<file path="config.mk">
export PLATFORM = sky130hd
export DESIGN_NAME = alu_result_stage
export DESIGN_NICKNAME = d
export VERILOG_FILES = /design/src/rtl/alu_result_stage.sv
export SDC_FILE = /design/constraint.sdc
export NUM_CORES = 1
export LEC_CHECK = 0
export BUFFER_PORTS_ARGS = -buffer_cell sky130_fd_sc_hd__clkbuf_2
export CORE_UTILIZATION = 50
export DETAILED_ROUTE_END_ITERATION = 8
export GPL_TIMING_DRIVEN = 0
export PLACE_DENSITY_LB_ADDON = 0.08
export SKIP_LAST_GASP = 1
export SYNTH_ARGS = -nofsm -noshare
export SYNTH_HDL_FRONTEND = slang
export SYNTH_SLANG_ARGS = --single-unit
</file>
<file path="constraint.sdc">
create_clock -name clk -period 5.8 [get_ports clk]
set_input_delay 0.29 -clock clk [delete_from_list [all_inputs] [get_ports clk]]
set_output_delay 0.29 -clock clk [all_outputs]
set_load 0.03 [all_outputs]
</file>
<file path="src/rtl/alu_result_stage.sv">
// alu_result_stage: registered result/flag stage behind the 16-bit ALU.
// Captures each accepted ALU result, derives {C,Z,N,EQ}, buffers it in a
// DEPTH-entry FIFO toward writeback and feeds the last carry back to the ALU.
// The head is held in output registers, so out_* never depend combinationally
// on the inputs and keep the last popped values while the FIFO is empty.
// Optional build macro: ALU_RESULT_PARITY_EN adds out_parity (even parity of
// the stored data word, carried per entry).
module alu_result_stage #(
    parameter int DEPTH = 4,
    parameter int TAG_W = 3
) (
    input  logic             clk,
    input  logic             rst,
    input  logic             in_valid,
    output logic             in_ready,
    input  logic [15:0]      in_data,
    input  logic             in_carry,
    input  logic             in_compare,
    input  logic             in_chain,
    input  logic [TAG_W-1:0] in_tag,
    output logic             out_valid,
    input  logic             out_ready,
    output logic [15:0]      out_data,
    output logic [3:0]       out_flags,
    output logic [TAG_W-1:0] out_tag,
`ifdef ALU_RESULT_PARITY_EN
    output logic             out_parity,
`endif
    output logic             carry_fb,
    output logic [15:0]      op_count
);

    localparam int PW = $clog2(DEPTH);
    localparam logic [PW:0] PTR_ONE = {{PW{1'b0}}, 1'b1};

    logic [15:0]      mem_data  [DEPTH];
    logic [3:0]       mem_flags [DEPTH];
    logic [TAG_W-1:0] mem_tag   [DEPTH];
`ifdef ALU_RESULT_PARITY_EN
    logic             mem_par   [DEPTH];
    logic             new_par;
`endif

    logic [PW:0] wr_ptr, rd_ptr, wr_next, rd_next;
    logic        full, empty, push, pop, next_empty, head_bypass;
    logic        zsticky, new_z;
    logic [3:0]  new_flags;

    // Full/empty decode: same index, wrap bit tells the two apart.
    always_comb begin
        empty       = (wr_ptr == rd_ptr);
        full        = (wr_ptr[PW] != rd_ptr[PW]) && (wr_ptr[PW-1:0] == rd_ptr[PW-1:0]);
        in_ready    = !full;
        out_valid   = !empty;
        push        = in_valid && !full;
        pop         = !empty && out_ready;
        wr_next     = push ? (wr_ptr + PTR_ONE) : wr_ptr;
        rd_next     = pop  ? (rd_ptr + PTR_ONE) : rd_ptr;
        next_empty  = (wr_next == rd_next);
        // The word being written becomes the new head when it lands on the slot
        // that rd_ptr will point to; memory does not hold it yet, so take it directly.
        head_bypass = push && (wr_ptr[PW-1:0] == rd_next[PW-1:0]);
    end

    // Flag derivation; zero accumulates across chained words.
    always_comb begin
        new_z     = (in_data == 16'h0000) && (in_chain ? zsticky : 1'b1);
        new_flags = {in_carry, new_z, in_data[15], in_compare};
`ifdef ALU_RESULT_PARITY_EN
        new_par   = ^in_data;
`endif
    end

    // Entry storage; contents are don't-care until written, so no reset.
    always_ff @(posedge clk) begin
        if (push) begin
            mem_data[wr_ptr[PW-1:0]]  <= in_data;
            mem_flags[wr_ptr[PW-1:0]] <= new_flags;
            mem_tag[wr_ptr[PW-1:0]]   <= in_tag;
`ifdef ALU_RESULT_PARITY_EN
            mem_par[wr_ptr[PW-1:0]]   <= new_par;
`endif
        end
    end

    // Pointers, accept-side state and the registered head.
    always_ff @(posedge clk or posedge rst) begin
        if (rst) begin
            wr_ptr    <= '0;
            rd_ptr    <= '0;
            zsticky   <= 1'b1;
            carry_fb  <= 1'b0;
            op_count  <= 16'h0000;
            out_data  <= 16'h0000;
            out_flags <= 4'h0;
            out_tag   <= '0;
`ifdef ALU_RESULT_PARITY_EN
            out_parity <= 1'b0;
`endif
        end else begin
            wr_ptr <= wr_next;
            rd_ptr <= rd_next;
            if (push) begin
                zsticky  <= new_z;
                carry_fb <= in_carry;
                op_count <= op_count + 16'h0001;
            end
            if (!next_empty) begin
                if (head_bypass) begin
                    out_data  <= in_data;
                    out_flags <= new_flags;
                    out_tag   <= in_tag;
`ifdef ALU_RESULT_PARITY_EN
                    out_parity <= new_par;
`endif
                end else begin
                    out_data  <= mem_data[rd_next[PW-1:0]];
                    out_flags <= mem_flags[rd_next[PW-1:0]];
                    out_tag   <= mem_tag[rd_next[PW-1:0]];
`ifdef ALU_RESULT_PARITY_EN
                    out_parity <= mem_par[rd_next[PW-1:0]];
`endif
                end
            end
        end
    end

endmodule

</file>
# ---- Word level (Yosys, flattened, before mapping)
# Memory sizes are Yosys's and may differ from the RTL's. A register that Yosys moved wholly into a read port is not among the register bits.
# Cells that the tools add are included.
dict set report op_classes {
  n_addsub 3
  eq_ne 4
  muxes 5
  n_reduce_logical 10
}
# op count
set op_table {}
lappend op_table {{$add 16x1->16 const B} 1}
lappend op_table {{$logic_not 16->1} 1}
lappend op_table {{$add 3x1->3 const B} 2}
lappend op_table {{$eq 3x3->1} 2}
lappend op_table {{$mux 3} 2}
lappend op_table {{$logic_not 1->1} 5}
lappend op_table {{$logic_and 1x1->1} 4}
lappend op_table {{$mux 1} 3}
lappend op_table {{$eq 2x2->1} 1}
lappend op_table {{$ne 1x1->1} 1}
dict set report word_totals {
  reg_bits 24
  mem_bits_rw 92
  out_inout_bits 42
  word_cells 30
  memories 3
}
# memory depth word_bits read_ports rd_ports_with_merged_regs write_ports line_no
set mem_list {}
lappend mem_list {mem_data 4 16 1 1 1 36} ;# logic [15:0] mem_data [DEPTH];
lappend mem_list {mem_flags 4 4 1 1 1 37} ;# logic [3:0] mem_flags [DEPTH];
lappend mem_list {mem_tag 4 3 1 1 1 38} ;# logic [TAG_W-1:0] mem_tag [DEPTH];

# ---- Logic depth before layout (Yosys ltp)
dict set report depth {
  ltp_word 7
  ltp_mapped 10
  depth_no_buf 7
}

# ---- Worst setup path before layout
# No wires, ideal clock.
dict set report synth_timing {
  path_type {reg-to-reg}
  startpoint {register wr_ptr[1]}
  endpoint {register out_tag[2] (read register of mem_tag)}
  setup_time_ns 0.128
  arrival_time_ns 2.332
  required_ns 5.672
  setup_slack_ns 3.340
  stages_incl_launch_ff 9
  synth_period_minus_slack_ns 2.460
  path_cell_list {dfrtp_1 buf_2 xor2_1 o31a_1 mux2_2 xnor2_1 or3_1 clkbuf_1 mux2_1}
}
dict set report synth_via {
  elab_chain_len 7
  elab_cells_between_ends 12
}
# item line_no
set synth_lines {}
lappend synth_lines {{start, declared} 44} ;# logic [PW:0] wr_ptr, rd_ptr, wr_next, rd_next;
lappend synth_lines {{start signal, assigned} 101} ;# wr_ptr <= wr_next;
lappend synth_lines {{parallel branches: the longest is 4 deep, another holds $add 3x1->3} -}
lappend synth_lines {{$mux 3 (*)} 57} ;# wr_next = push ? (wr_ptr + PTR_ONE) : wr_ptr;
lappend synth_lines {{named net wr_next[1]} 44}
lappend synth_lines {{$eq 3x3->1 (*)} 59} ;# next_empty = (wr_next == rd_next);
lappend synth_lines {{$logic_not 1->1 (no source line) (*)} -}
lappend synth_lines {{end, declared} 25} ;# output logic [TAG_W-1:0] out_tag,
# Mark *: on every way through the listed nets, which the timed path passes.
# A chain may end at the register's enable or synchronous reset.

# ---- Final worst setup path
dict set report layout_timing {
  startpoint {register wr_ptr[2]}
  endpoint {memory mem_data[1][9] (enable)}
}
dict set report layout_via {
  elab_chain_len 6
}
# item line_no
set layout_lines {}
lappend layout_lines {{$ne 1x1->1} 52} ;# full = (wr_ptr[PW] != rd_ptr[PW]) && (wr_ptr[PW-1:0] == rd_ptr[PW-1:0]);
lappend layout_lines {{$logic_and 1x1->1} 52}
lappend layout_lines {{$logic_not 1->1} 55} ;# push = in_valid && !full;
lappend layout_lines {{$logic_and 1x1->1} 55}
lappend layout_lines {{$mux 1} 76} ;# if (push) begin
lappend layout_lines {{$mux 1 (implied by the code)} 77} ;# mem_data[wr_ptr[PW-1:0]] <= in_data;
lappend layout_lines {{end, declared} 36}
# Every way passes these cells.

==> flow_summary.json <==
{
  "r2r.worst_path.cells": 4,
  "crit_path_start_kind": "flip-flop",
  "fin_nets": 568,
  "cts.path.max_buffers": 2,
  "io_buffers": 67,
  "max_cap_violations": 0,
  "r2r_slack_ns": 2.73,
  "io_pins": 68,
  "yosysWarnings": 0,
  "crit_slowest_cell": "and2_1",
  "finalHoldViolCount": 0,
  "ctsHoldBuffers": 1,
  "fmax_ghz": 0.3262,
  "cts_setup_buffers": 0,
  "reg2reg_from": "wr_ptr[2]",
  "synth.largest_area_cell": "edfxtp_1",
  "crit_chain": "xnor2_2, o31a_1, clkbuf_1, and2_1",
  "die_w_microns": 109.5,
  "finalWorstPathRequiredPeriod_ns": 3.066,
  "grt_max_degree": 34,
  "synth.net_count": 480,
  "grt_pass1_vias": 3831,
  "post_cts_resized": 0,
  "ys.flop_type": "edfxtp_1",
  "crit_path_end_kind": "flip-flop",
  "gr-total-overflow": 0,
  "synth_top_area_share_pct": 45.72,
  "drive_above_1_share_pct": 21.31,
  "track_usage_pct": 24.00,
  "via_per_inst": 5.884,
  "cp_top_family": "simple AND/OR/NAND/NOR gates",
  "dp_slack_ns": 2.721,
  "die_h_microns": 109.5,
  "hp-start": "in_tag[2]",
  "netlist_instances": 448,
  "arrival_ns": 3.09,
  "num_vias": 4054,
  "yosysUniqueCellTypes": 40,
  "required_ns": 5.83,
  "drt_iter0_drc": 242,
  "die-area_sq_um": 11990,
  "ys_ff_latch": 134,
  "design.core.area_sq_um": 11030,
  "synthToLayoutAreaGrowth_pct": 19.70,
  "period_share_pct": 52.86,
  "met1_length_microns": 5753,
  "fin_util_pct": 62.72,
  "async_reset_ff_share_pct": 34.33,
  "setup.worst_path.class": "flip-flop to flip-flop",
  "top_layer": "met4",
  "detailed_place_hpwl_microns": 8333,
  "path_max_fanout": 22,
  "route.met3.wl_microns": 724,
  "clk_latency_ns": 0.42,
  "synth_commonest_cells": "88 x edfxtp_1, 64 x nand2_1, 45 x dfrtp_1",
  "final.setup_skew_ns": 0.005609,
  "cts_inserted_buffers": 17,
  "status": "finished clean",
  "yosysSeqAreaShare_pct": 65.66,
  "finalSetupTns_ns": 0,
  "grt_first_pass_wirelength_microns": 20450,
  "route.met2.wl_microns": 6352,
  "routedWlPerCell_microns": 18.98,
  "antenna_found_initial": 0,
  "dr.pass1.iters": 5,
  "r2r-end": "mem_data[1][9]",
  "rows": 38,
  "antenna_left": 0,
  "hold_depth": 1,
  "avgSynthCellArea_sq_um": 12.90,
  "hold_ws_ns": 0.09952,
  "setup_viol": 0,
  "clock-sinks": 134,
  "synth.most_common_cell": "edfxtp_1",
  "min_to": "mem_tag[1][2]",
  "cts_tree": "done",
  "clk_pin_slew_ns": 0.06,
  "crit_buf_inv": 1,
  "root_buffer": "clkbuf_16",
  "netlist_area_sq_um": 5779,
  "worst_slack_ns": 2.734,
  "yosys-top-cells-area": "edfxtp_1 46%, dfrtp_1 19%, nand2_1 4.2%, mux2i_1 3.8%, a221o_1 3.6%",
  "final_max_slew_viol_count": 0,
  "drc_errors": 0,
  "routabilityCongestion": 0.8569,
  "totalWireLength_microns": 13080,
  "hold_path_class": "input pin to flip-flop",
  "initial_core_util_pct": 52.39,
  "synth_edf_count": 88,
  "worstMarginPinSlew_ns": 1.299,
  "rsz0062_at_grt": "no",
  "n_antenna_cell": 0,
  "relSlewSlack_pct": 13.42,
  "cts_max_level": 4,
  "cpPeakStageDelay_ns": 1.06
}
## cell families after synthesis
family                     share of synthesized area, %
AOI/OAI and AO/OA                                 10.82
xor gates and xnor gates                          4.070
adders and majority gates                         1.472
buffers and inverters                             2.966
DFF                                               65.66
muxes                                             4.784
and+or+nand+nor                                   10.22
## worst max-delay path by stage
stage | from | end | slack [ns] | cells past startpoint
4_1_cts | wr_ptr[2] | mem_data[0][10] | 2.69 | 4
2_1_floorplan | wr_ptr[1] | out_tag[2] | 3.34 | 8
3_3_place_gp | wr_ptr[2] | mem_data[1][1] | 2.78 | 4
5_1_grt | rd_ptr[1] | mem_data[1][9] | 2.47 | 5
6_report | wr_ptr[2] | mem_data[1][9] | 2.73 | 4
3_5_place_dp | wr_ptr[2] | mem_data[0][1] | 2.72 | 4
## registers in the layout (all words and copies together) (netlist names)
| signal | cells |
|---|---|
| out_flags | 4 |
| wr_ptr | 3 |
| carry_fb | 1 |
| rd_ptr | 3 |
| mem_tag | 12 |
| mem_flags | 16 |
| out_data | 15 |
| zsticky | 1 |
| out_tag | 3 |
| mem_data | 60 |
| op_count | 16 |
## metal layers
metal / vias to the layer above / track usage [%]
met5: - / 0
li1: 1878 / -
met1: 2013 / 31.45
met4: 0 / 10.29
met3: 22 / 5.987
met2: 141 / 38.10
## cell usage in the layout, fill, tap and decap left out, types with 3 or more instances in the layout
master,n
clkbuf_1,20
nor2_1,9
clkinv_2,5
edfxtp_1,88
nor4_1,26
clkbuf_2,67
a221o_1,21
buf_2,8
and2_1,5
inv_1,11
nand2_1,64
clkinvlp_4,3
xor2_1,8
mux2_2,4
nand3_1,12
xnor2_1,17
clkbuf_16,17
nand4_1,3
bufinv_16,3
o211ai_1,3
ha_1,6
a21oi_1,22
o21ai_0,5
mux2i_1,22
dfrtp_1,45
a31oi_1,24
## per-stage QoR
step | cells | instance area (sq um)
after global placement | 655 | 6290
after CTS | 689 | 6918
final | 689 | 6918
after global routing | 689 | 6918
after detailed placement | 656 | 6310
after floorplan | 448 | 5779
## area by class of cell
class | count | area, sq um
multi-input cells | 272 | 1813
inverters | 12 | 45.04
plain buffers | 30 | 126.4
well taps | 140 | 175.2
fillers | 886 | 4113
repair buffers | 69 | 365.4
clock inverters | 14 | 158.9
flip-flops and latches | 134 | 3795
clock buffers | 18 | 439.2
## worst register-to-register path, stage by stage, from the launching register on
cell and delay, ns:
dfrtp_1 0.44, xnor2_2 0.42, o31a_1 0.38, clkbuf_1 0.36, and2_1 1.06
Power is left out: the tool's default activity adds up to more than one toggle a clock period on the data nets, which glitch-free logic cannot reach.
